`src/rtl/rr_stream_mux_pkg.sv`:
```
// -----------------------------------------------------------------------------
// rr_stream_mux_pkg
//
// Purpose : Shared constants and helpers for the round-robin stream mux.
//           - clog2()        : constant function used to size channel indices.
//           - DEFAULT_DATA_W : default channel data width.
// Ports   : none (package).
// -----------------------------------------------------------------------------
package rr_stream_mux_pkg;

    localparam int DEFAULT_DATA_W = 8;

    // Index width for 'value' items. A single item still gets one bit so
    // that index ports never collapse to zero width.
    function automatic int clog2(input int value);
        int width;
        int rem;
        width = 0;
        rem   = value - 1;
        while (rem > 0) begin
            width = width + 1;
            rem   = rem >> 1;
        end
        return (width == 0) ? 1 : width;
    endfunction

endpackage : rr_stream_mux_pkg

```
`src/rtl/rr_arbiter.sv`:
```
// -----------------------------------------------------------------------------
// rr_arbiter
//
// Purpose : Round-robin request arbiter. Grants the first asserted request
//           found when searching ptr, ptr+1, ..., N_CH-1, 0, ..., ptr-1.
//           After a granted transfer, ptr moves to one past the winner with
//           an explicit wrap, so any N_CH (not only powers of two) is correct.
//
// Build option:
//   RR_STREAM_MUX_FIXED_PRIO_EN defined   -> fixed priority, lowest index wins
//                                            (ptr is held at constant 0).
//   RR_STREAM_MUX_FIXED_PRIO_EN undefined -> round-robin (default).
//
// Ports:
//   clk      in   clock, rising edge
//   rst      in   asynchronous active-high reset (ptr -> 0)
//   req      in   [N_CH]  per-channel requests
//   advance  in   1 when the current grant is consumed this cycle
//   gnt_idx  out  [SEL_W] index of the granted channel (combinational)
//   gnt_vld  out  1 when any request is asserted (combinational)
// -----------------------------------------------------------------------------
module rr_arbiter
    import rr_stream_mux_pkg::*;
#(
    parameter  int N_CH  = 8,
    localparam int SEL_W = clog2(N_CH)
) (
    input  logic             clk,
    input  logic             rst,
    input  logic [N_CH-1:0]  req,
    input  logic             advance,
    output logic [SEL_W-1:0] gnt_idx,
    output logic             gnt_vld
);

    logic [SEL_W-1:0] ptr;
    logic [SEL_W-1:0] ptr_next;
    logic             found;
    int               idx;

    assign gnt_vld = |req;

    // Rotating priority search starting at ptr.
    // NOTE: every signal written in this always_comb gets a default at the
    // top; otherwise paths that skip an assignment would infer latches.
    always_comb begin
        gnt_idx = '0;
        found   = 1'b0;
        idx     = 0;
        for (int off = 0; off < N_CH; off++) begin
            idx = int'(ptr) + off;
            if (idx >= N_CH) begin
                idx = idx - N_CH;
            end
            if (!found && req[idx]) begin
                found   = 1'b1;
                gnt_idx = SEL_W'(idx);
            end
        end
    end

`ifdef RR_STREAM_MUX_FIXED_PRIO_EN
    // Fixed priority: the search always starts at channel 0.
    assign ptr_next = '0;
`else
    // Explicit wrap keeps non-power-of-two channel counts in range.
    assign ptr_next = (gnt_idx == SEL_W'(N_CH - 1)) ? '0 : gnt_idx + SEL_W'(1);
`endif

    // ptr only moves on a completed transfer; idle cycles and stalls hold it.
    // NOTE: sequential state uses non-blocking assignments so every register
    // samples pre-edge values regardless of statement order.
    always_ff @(posedge clk or posedge rst) begin
        if (rst) begin
            ptr <= '0;
        end else if (advance) begin
            ptr <= ptr_next;
        end
    end

endmodule : rr_arbiter

```
`src/rtl/rr_stream_mux.sv`:
```
// -----------------------------------------------------------------------------
// rr_stream_mux
//
// Purpose : Merges N_CH valid/ready input streams onto one registered output
//           stream using round-robin arbitration (see rr_arbiter). One word per
//           cycle when the consumer keeps out_ready high; a consume and a new
//           load may happen on the same edge, so there are no bubbles.
//
// Build option: RR_STREAM_MUX_FIXED_PRIO_EN selects fixed priority (lowest
//           asserted channel wins) inside rr_arbiter. Ports are identical in
//           both builds.
//
// Ports:
//   clk        in   clock, rising edge
//   rst        in   asynchronous active-high reset
//   in_data    in   [N_CH*DATA_W] channel i at [i*DATA_W +: DATA_W]
//   in_valid   in   [N_CH] per-channel valid
//   in_ready   out  [N_CH] per-channel ready (combinational, one-hot or zero)
//   out_data   out  [DATA_W] registered selected word
//   out_sel    out  [SEL_W] registered index of the channel behind out_data
//   out_valid  out  registered output valid
//   out_ready  in   consumer ready
// -----------------------------------------------------------------------------
module rr_stream_mux
    import rr_stream_mux_pkg::*;
#(
    parameter  int N_CH   = 8,
    parameter  int DATA_W = DEFAULT_DATA_W,
    localparam int SEL_W  = clog2(N_CH)
) (
    input  logic                     clk,
    input  logic                     rst,
    input  logic [N_CH*DATA_W-1:0]   in_data,
    input  logic [N_CH-1:0]          in_valid,
    output logic [N_CH-1:0]          in_ready,
    output logic [DATA_W-1:0]        out_data,
    output logic [SEL_W-1:0]         out_sel,
    output logic                     out_valid,
    input  logic                     out_ready
);

    logic              load_en;
    logic              xfer;
    logic [SEL_W-1:0]  gnt_idx;
    logic              gnt_vld;
    logic [DATA_W-1:0] sel_data;

    // The output register can take a word when it is empty or being drained.
    assign load_en = !out_valid || out_ready;

    // The granted channel always has in_valid set, so this is the handshake.
    assign xfer = load_en && gnt_vld;

    rr_arbiter #(
        .N_CH (N_CH)
    ) u_arb (
        .clk     (clk),
        .rst     (rst),
        .req     (in_valid),
        .advance (xfer),
        .gnt_idx (gnt_idx),
        .gnt_vld (gnt_vld)
    );

    always_comb begin
        in_ready = '0;
        if (xfer) begin
            in_ready[gnt_idx] = 1'b1;
        end
    end

    assign sel_data = in_data[int'(gnt_idx)*DATA_W +: DATA_W];

    // Output register. When nothing is valid the word and index keep their
    // last value; only out_valid drops.
    always_ff @(posedge clk or posedge rst) begin
        if (rst) begin
            out_valid <= 1'b0;
            out_data  <= '0;
            out_sel   <= '0;
        end else if (load_en) begin
            if (gnt_vld) begin
                out_valid <= 1'b1;
                out_data  <= sel_data;
                out_sel   <= gnt_idx;
            end else begin
                out_valid <= 1'b0;
            end
        end
    end

endmodule : rr_stream_mux

```
`config.mk`:
```
export PLATFORM = sky130hd
export DESIGN_NAME = rr_stream_mux
export DESIGN_NICKNAME = d
export VERILOG_FILES = /design/src/rtl/rr_stream_mux_pkg.sv /design/src/rtl/rr_arbiter.sv /design/src/rtl/rr_stream_mux.sv
export SDC_FILE = /design/constraint.sdc
export NUM_CORES = 1
export LEC_CHECK = 0
export ABC_AREA = 1
export CAP_MARGIN = 10
export CELL_PAD_IN_SITES_DETAIL_PLACEMENT = 0
export CELL_PAD_IN_SITES_GLOBAL_PLACEMENT = 1
export CORE_MARGIN = 2
export CORE_UTILIZATION = 27
export CTS_CLUSTER_SIZE = 28
export DETAILED_ROUTE_END_ITERATION = 6
export GPL_ROUTABILITY_DRIVEN = 0
export PLACE_DENSITY = 0.8
export REMOVE_ABC_BUFFERS = 1
export SLEW_MARGIN = 10
export SYNTH_ARGS = -nofsm -noshare
export SYNTH_HDL_FRONTEND = slang
export SYNTH_SLANG_ARGS = --single-unit
```
`constraint.sdc`:
```
create_clock -name clk -period 3.7 [get_ports clk]
set_clock_uncertainty 0.05 [all_clocks]
set_input_delay 0.555 -clock clk [delete_from_list [all_inputs] [get_ports clk]]
set_output_delay 0.555 -clock clk [all_outputs]
set_load 0.005 [all_outputs]
```
==> impl_results.md, run 1 <==
* Worst Slack Setup Final at 0.1305 ns
* Status: complete, no violations
* Commonest cells post-synth: 175 x nand2_1, 66 x nand3_1, 41 x nor2_1
* Core footprint at 7727 um^2
* EDFF count, synth at 0
* Max_slew headroom at between 50 and 60%
* Layout cell share with drive strength beyond 1 at 16.67%
* Pin count of the biggest net entering global routing at 29
* First-pass GRT wire length at 12460 um
* CP arrival at 2.96 ns
* Yosys top cell area share at 30.51%
* Ant. Diodes at 0
* I/O pin count at 95
* CP Capture Type: primary output
* Maximum clock path buffer count at 2
* Vias in the first global route at 2783
* Max_cap viols at 0
* Routed WL at about 7400 um
* Total GRT Usage at 17.70%
* Critical Path Start Type: primary input
* Cells after synthesis at a little under 400
* Die Area at 8706 um^2
* Sink Count at 15
* Final std cells w/o fill at slightly below 600
* Max-slew violation count at 0
* Rows at 32
* First DRT Iteration DRCs at 85
* Final core utilization at a little under half
* Grt total ovfl at 0
* Slew @ Worst Pin at 0.6046 ns
* CP Max Fanout at 5
* Hold Crit Class: reg2reg
* RSZ-0062 raised after global routing: true
* Vert. Die Dim at slightly above 90 um
* CP Class: in2out
* Netlist cell types at 31
* Num CTS Buffers at 3
* Final Cycle Share at 96.47%
* CTS tree: built
* Final Hold Vio Count at 0
* Fill cell count at 819
* Die X at a little over 90 um
* Final HPWL DP at 5970 um
* Root Driver: clkbuf_8
* DP Worst Slack at -0.005404 ns
* Ys async rst share at 100.0%
* DR DRC count at 0
* Vias at 2795
* Synth Warn # at 0
* Leading area contributor after synthesis: nand2_1
* H-tree depth at 1
* First-pass DRT Iterations at 4
* Fin crit period at 3.570 ns
* CTS clk-pin slew, worst paths at roughly 0.060 ns
* Drt wl/cell at approximately 12 um
* Cell total after placement at 588
* Post-DRT Antenna Nets at 0
* Worst skew pair latency at 0.24 ns
* Effective utilization at floorplan at 27.87%
* Post-layout net count at 570
* Sequential area share after synthesis at 17.43%
* Vias/cell at 4.705
* Critical path required time at 3.09 ns
* Setup tns final at 0 ns
* Synth Flop Type: dfrtp_1
* Layout area overhead at 61.77%
* Syn_area_per_cell at 5.564 um^2
* Fmax at 280.1 MHz
* Post-synthesis cell area at 2153 um^2
* Seq cells post-synth at 15
* Initial antenna violation count at 0
* Top area cells in the synthesized netlist: nand2_1 31%, dfrtp_1 17%, nand3_1 15%
* I/O Buffers at 94
* Most frequent cell after synthesis: nand2_1
* Setup-failing EPs final at 0
-- through the flow --
step | area [um^2] | hold WS (ns)
floorplan | 2058 | 0.4065
global placement | 3262 | 0.4257
detailed placement | 3262 | 0.4286
CTS | 3319 | 0.4437
global route | 3483 | 0.4672
finish | 3483 | 0.4389
-- area by class of cell --
| class | instances | area, um^2 | area share, % |
|---|---|---|---|
| clock buffers | 4 | 45.04 | 1.293 |
| inverters | 29 | 111.4 | 3.197 |
| multi-input cells | 330 | 1705 | 48.96 |
| flip-flops and latches | 15 | 376.6 | 10.81 |
| well taps | 102 | 127.6 | 3.664 |
| repair buffers | 114 | 1117 | 32.08 |
-- worst paths after layout --
check,start,end,slack (ns),cells past startpoint
max,in_valid[7],in_ready[3],0.13,17
min reg2reg,out_sel[2],out_sel[2],0.44,2
min in group asynchronous,rst,out_data[0],0.63,2
max in group asynchronous,rst,u_arb.ptr[2],2.54,2
min,out_sel[2],out_sel[2],0.44,2
max reg2reg,u_arb.ptr[0],out_data[7],0.95,19
-- critical path, stage by stage --
cell and delay, ns:
clkdlybuf4s50_1 0.48, nand2_2 0.12, nand3_2 0.10, nand3_2 0.12, nand2_4 0.09, nor2_8 0.15, nand4_4 0.11, nor2_4 0.13
nand2_2 0.10, inv_2 0.07, nand2_1 0.08, inv_2 0.06, nor2_2 0.07, nor2_4 0.09, nand2_1 0.07, inv_1 0.06
clkdlybuf4s50_1 0.52
-- state kept, by name (all words and copies together) (netlist names) --
register,flops
out_valid,1
out_sel,3
u_arb.ptr,3
out_data,8
-- cells by family after synthesis --
family,share of synthesized area (%)
AO/OA/AOI/OAI,2.383
flip-flops,17.43
AND/OR/NAND/NOR,67.58
XOR/XNOR,1.976
buffers and inverters,9.471
adder cells (fa/ha/maj),1.162
-- what timing repair did --
item / in CTS / in global routing
endpoints found under the setup margin: 8 / 8
buffers inserted: 0 / 2
hold buffers: 0 / 0
resized for setup: 4 / 35
pin swaps: 0 / 7
-- routing by layer --
| layer | part of all wire [%] | up-vias | track usage, % |
|---|---|---|---|
| met2 | 50 | 101 | 32.31 |
| met1 | 40 | 1255 | 20.37 |
| met3 | 9.0 | 4 | 4.996 |
| met5 | 0 | - | 0 |
| li1 | - | 1435 | - |
| met4 | 0.54 | 0 | 3.922 |
-- layout by cell type, fill, tap and decap left out, types with 2 or more instances in the layout --
master / synthesis / final
buf_4: 1 / 19
nand2_2: 3 / 7
nor3_1: 4 / 2
nor2_1: 41 / 39
xnor2_2: 1 / 3
nor2_4: 7 / 7
nand3_2: 7 / 13
nand2_1: 175 / 169
nand3_1: 66 / 59
o21ai_0: 6 / 6
dlymetal6s2s_1: 0 / 9
nand2_4: 2 / 4
nor3_2: 0 / 2
inv_2: 9 / 9
inv_1: 20 / 19
clkdlybuf4s50_1: 0 / 85
clkbuf_8: 0 / 3
nor2_2: 3 / 5
nand4_1: 2 / 2
nand3_4: 1 / 2
dfrtp_1: 15 / 14
Power of run 1 is not shown: default switching activity piles up to over one toggle a cycle in this logic, so the estimate is an artifact.
==> run 2, diff against run 1 <==
--- a/config.mk
+++ b/config.mk
@@ -11,3 +11,3 @@
 export CELL_PAD_IN_SITES_GLOBAL_PLACEMENT = 1
-export CORE_MARGIN = 2
+export CORE_MARGIN = 3
 export CORE_UTILIZATION = 27
==> constraint.sdc (replaced) <==
create_clock -name clk -period 3.7 [get_ports clk]
set_clock_uncertainty 0.05 [all_clocks]
set_input_delay 0.74 -clock clk [delete_from_list [all_inputs] [get_ports clk]]
set_output_delay 0.74 -clock clk [all_outputs]
set_load 0.005 [all_outputs]
==> impl_results.md, run 2 (synthesis results as in run 1) <==
* Largest regs: out_data (8), out_sel (3), u_arb.ptr (3)
* CP arrival at ~2.8 ns
* CTS clk-pin slew, worst paths at ~0.06 ns
* Die X at between 90 and 100 um
* Vias/cell at 4.630
* Initial antenna violation count at 0
* First-pass GRT wire length at 12520 um
* Vias at roughly 2800
* Drt wl/cell at approximately 13 um
* Grt total ovfl at 0
* Total GRT Usage at 17.30%
* Final Hold Vio Count at 0
* Hold buffer count at CTS at 0
* I/O Buffers at 94
* CTS tree: built
* CP Class: in2out
* Slew @ Worst Pin at ~0.60 ns
* Largest register FFs at 8
* Worst skew pair latency at approximately 0.25 ns
* Status: complete, no violations
* Reg2reg start: u_arb.ptr[0]
* Commonest cells after routing, fill and taps aside: 169 x nand2_1, 78 x clkdlybuf4s50_1, 55 x nand3_1
* Setup tns final at 0 ns
* Pin count of the biggest net entering global routing at 34
* Num CTS Buffers at 3
* R2R depth at 20
* Max_slew headroom at 60.14%
* FF-to-FF End: out_data[7]
* Reg2Reg Setup Slack at ~1 ns
* Max-slew violation count at 0
* CP Capture Type: primary output
* Rows at 31
* Core footprint at between 7000 and 8000 um^2
* Final core utilization at 48.15%
* RSZ-0062 raised after global routing: false
* Layout area overhead at 67.40%
* Worst Hold End: out_sel[0]
* H-tree depth at 1
* Post-DRT Antenna Nets at 0
* Routed WL at 7821 um
* Fmax at 282.7 MHz
* CP Max Fanout at 6
* Maximum clock path buffer count at 2
* Critical Path Start Type: primary input
* Min-Delay Startpoint: out_sel[0]
* Commonest non-fill, non-tap cell in the layout: nand2_1
* Die Area at 9083 um^2
* Layout cell share with drive strength beyond 1 at 20.16%
* Ant. Diodes at 0
* Final Cycle Share at 95.60%
* Hold Crit Class: reg2reg
* Max_cap viols at 0
* Fin crit period at 3.537 ns
* Final HPWL DP at 6365 um
* Root Driver: clkbuf_8
* Vert. Die Dim at around 95 um
* Post-layout net count at 584
* Hold Path Depth at 2
* Vias in the first global route at 2769
* Most flops, register: out_data
* Hold Worst Slack at 0.4422 ns
* I/O pin count at 95
* Design Area, Final at approximately 3600 um^2
* Sink Count at 15
* Critical path required time at 2.91 ns
* First-pass DRT Iterations at 4
* Placed Instance Area at 3341 um^2
* First DRT Iteration DRCs at 92
* Effective utilization at floorplan at 28.76%
* Setup-failing EPs final at 0
* DR DRC count at 0
## run 2: critical path, stage by stage
cell	delay (ns)
dlygate4sd2_1	0.26
nand2_1	0.11
nand3_1	0.09
nand2_2	0.11
nand2_1	0.10
nand2_4	0.11
nand3_1	0.11
nand2_1	0.11
nand2_1	0.06
inv_1	0.07
nand3_2	0.10
nand2_4	0.10
inv_2	0.05
nor2_1	0.10
inv_2	0.09
nor3_2	0.16
dlygate4sd2_1	0.27
## run 2: worst max-delay path by stage
stage                  endpoint         start  depth (start not counted)
finish              in_ready[2]   in_valid[4]                         17
global route        in_ready[4]   in_valid[4]                         18
CTS                 in_ready[7]  u_arb.ptr[0]                         15
detailed placement  in_ready[7]   in_valid[3]                         15
global placement    in_ready[7]   in_valid[0]                         15
floorplan           in_ready[2]  u_arb.ptr[0]                         17
## run 2: cell type report
type | count | area [um^2]
inverters | 29 | 108.9
clock inverters | 1 | 5.005
multi-input cells | 330 | 1769
repair buffers | 128 | 1181
fillers | 781 | 3881
clock buffers | 3 | 41.29
flip-flops and latches | 15 | 375.4
well taps | 99 | 123.9
## run 2: routing by layer
| metal | share of wire, % | wire, um | vias up | track usage, % |
|---|---|---|---|---|
| met3 | 7.1 | 553 | 6 | 3.315 |
| met5 | 0 | 0 | - | 0 |
| met2 | 49 | 3855 | 89 | 29.91 |
| met4 | 1.0 | 79 | 0 | 4.087 |
| li1 | - | - | 1463 | - |
| met1 | 43 | 3332 | 1243 | 22.10 |
## run 2: repair_timing
item                                   4_1_cts  5_1_grt
setup endpoints to repair                    8        5
gates resized for setup                     54        3
pin swaps                                   17        1
endpoints found under the hold margin        0        0
setup buffers                                4        1
## run 2: stage by stage
| step | setup WS (ns) | instances |
|---|---|---|
| final | 0.1628 | 605 |
| after global routing | 0.004012 | 605 |
| after CTS | 0.1456 | 604 |
| after detailed placement | -0.4489 | 596 |
| after global placement | -0.4577 | 596 |
| after floorplan | -0.01905 | 374 |
Power of run 2 is left out for the same reason.
==> run 3, diff against run 2 <==
--- a/config.mk
+++ b/config.mk
@@ -8,2 +8,3 @@
 export ABC_AREA = 1
+export ABC_CLOCK_PERIOD_IN_PS = 3700
 export CAP_MARGIN = 10
@@ -16,2 +17,3 @@
 export GPL_ROUTABILITY_DRIVEN = 0
+export HOLD_SLACK_MARGIN = 0.1
 export PLACE_DENSITY = 0.8
==> constraint.sdc (replaced) <==
create_clock -name clk -period 3.7 [get_ports clk]
set_clock_uncertainty 0.05 [all_clocks]
set_input_delay 1.11 -clock clk [delete_from_list [all_inputs] [get_ports clk]]
set_output_delay 1.11 -clock clk [all_outputs]
set_load 0.005 [all_outputs]
==> impl_results.md, run 3 (synthesis results as in run 1) <==
* Post-DRT Antenna Nets at 0
* Failing checks: negative setup slack
* Vias in the first global route at 2918
* Initial antenna violation count at 0
* Effective utilization at floorplan at between 20 and 30%
* Largest register FFs at 8
* Slew @ Worst Pin at 0.5897 ns
* I/O pin count at 95
* Critical Path Start Type: primary input
* Vias/cell at around 4.7
* Hold Worst Slack at around 0.44 ns
* Max_slew headroom at 60.65%
* Commonest cells after routing, fill and taps aside: 144 x nand2_1, 78 x clkdlybuf4s50_1, 52 x buf_4
* RSZ-0062 raised after global routing: true
* First-pass GRT wire length at 13860 um
* Grt total ovfl at 0
* Die Area at ~9100 um^2
* Worst Slack Setup Final at -0.2976 ns
* Drt wl/cell at 13.60 um
* Maximum clock path buffer count at 2
* Setup tns final at -2.063 ns
* I/O Buffers at 94
* Root Driver: clkbuf_8
* Final HPWL DP at 6369 um
* Core footprint at ~7500 um^2
* First DRT Iteration DRCs at 96
* Critical path required time at 2.54 ns
* Hold buffer count at CTS at 0
* Ant. Diodes at 0
* Most flops, register: out_data
* Layout area overhead at 86.75%
* Num CTS Buffers at 3
* Sink Count at 15
* Fin crit period at 3.998 ns
* Hold Crit Class: reg2reg
* DR DRC count at 0
* Rows at 31
* Largest regs: out_data (8), out_sel (3), u_arb.ptr (3)
* H-tree depth at 1
* Vert. Die Dim at 95.31 um
* Post-layout net count at between 600 and 700
* Setup-failing EPs final at 8
* Fmax at 250.1 MHz
* CP arrival at 2.84 ns
* Vias at 2946
* CP Class: in2out
* Routed WL at 8538 um
* Max_cap viols at 0
* Final Cycle Share at 108.0%
* CP Capture Type: primary output
* Max-slew violation count at 0
* Final Hold Vio Count at 0
* Commonest non-fill, non-tap cell in the layout: nand2_1
* CTS clk-pin slew, worst paths at approximately 0.06 ns
* Layout cell share with drive strength beyond 1 at approximately 34%
* Pin count of the biggest net entering global routing at 34
* CP Max Fanout at 4
* Die X at 95.31 um
* Worst skew pair latency at 0.25 ns
* First-pass DRT Iterations at 4
* Status: finished with violations
* Total GRT Usage at 19.37%
* CTS tree: built
run 3: worst max-delay path, stage by stage:
cell     delay, ns
buf_6         0.10
nand2_2       0.07
nand3_2       0.09
nand3_2       0.11
nand2_4       0.09
nor2_8        0.14
nand4_4       0.11
nor2_4        0.16
nand2_4       0.09
buf_6         0.13
nor2_4        0.12
nor2_4        0.06
buf_6         0.13
nor3_4        0.19
buf_2         0.14
run 3: per-stage QoR:
stage / utilization (%) / cell area (um^2) / cells / setup WS (ns)
5_1_grt: 53.72 / 4021 / 628 / -0.3905
3_3_place_gp: 45.23 / 3386 / 602 / -1.211
6_report: 53.72 / 4021 / 628 / -0.2976
3_5_place_dp: 45.23 / 3386 / 602 / -1.211
4_1_cts: 52.50 / 3930 / 623 / -0.2812
2_1_floorplan: - / 2058 / 374 / -0.4280
run 3: final cells by class:
cell class | instances | area [um^2]
Fill cell | 716 | 3465
Clock inverter | 1 | 5.005
Multi-Input combinational cell | 330 | 1983
Tap cell | 99 | 123.9
Inverter | 29 | 113.9
Sequential cell | 15 | 376.6
Clock buffer | 3 | 41.29
Timing Repair Buffer | 151 | 1378
run 3: final timing paths:
path | from | end | slack [ns] | cells past startpoint
max | in_valid[4] | in_ready[6] | -0.30 | 15
max in group asynchronous | rst | u_arb.ptr[0] | 2.00 | 2
min in group asynchronous | rst | out_data[2] | 1.18 | 2
min | out_sel[0] | out_sel[0] | 0.44 | 2
min reg2reg | out_sel[0] | out_sel[0] | 0.44 | 2
max reg2reg | u_arb.ptr[0] | out_data[3] | 0.70 | 20
run 3: per-layer routing:
metal | wire, um | share of wire [%] | up-vias | GRT usage (%)
met1 | 3613 | 42 | 1336 | 24.63
met3 | 553 | 6.5 | 9 | 3.236
met2 | 4269 | 50 | 94 | 34.23
met4 | 101 | 1.2 | 0 | 4.087
met5 | 0 | 0 | - | 0
li1 | - | - | 1507 | -
run 3: timing repair:
action                     CTS  global route
setup buffers               17             5
gates resized for setup    165            23
setup endpoints to repair    8             8
pin swaps                   47            31
Power of run 3 is left out for the same reason.
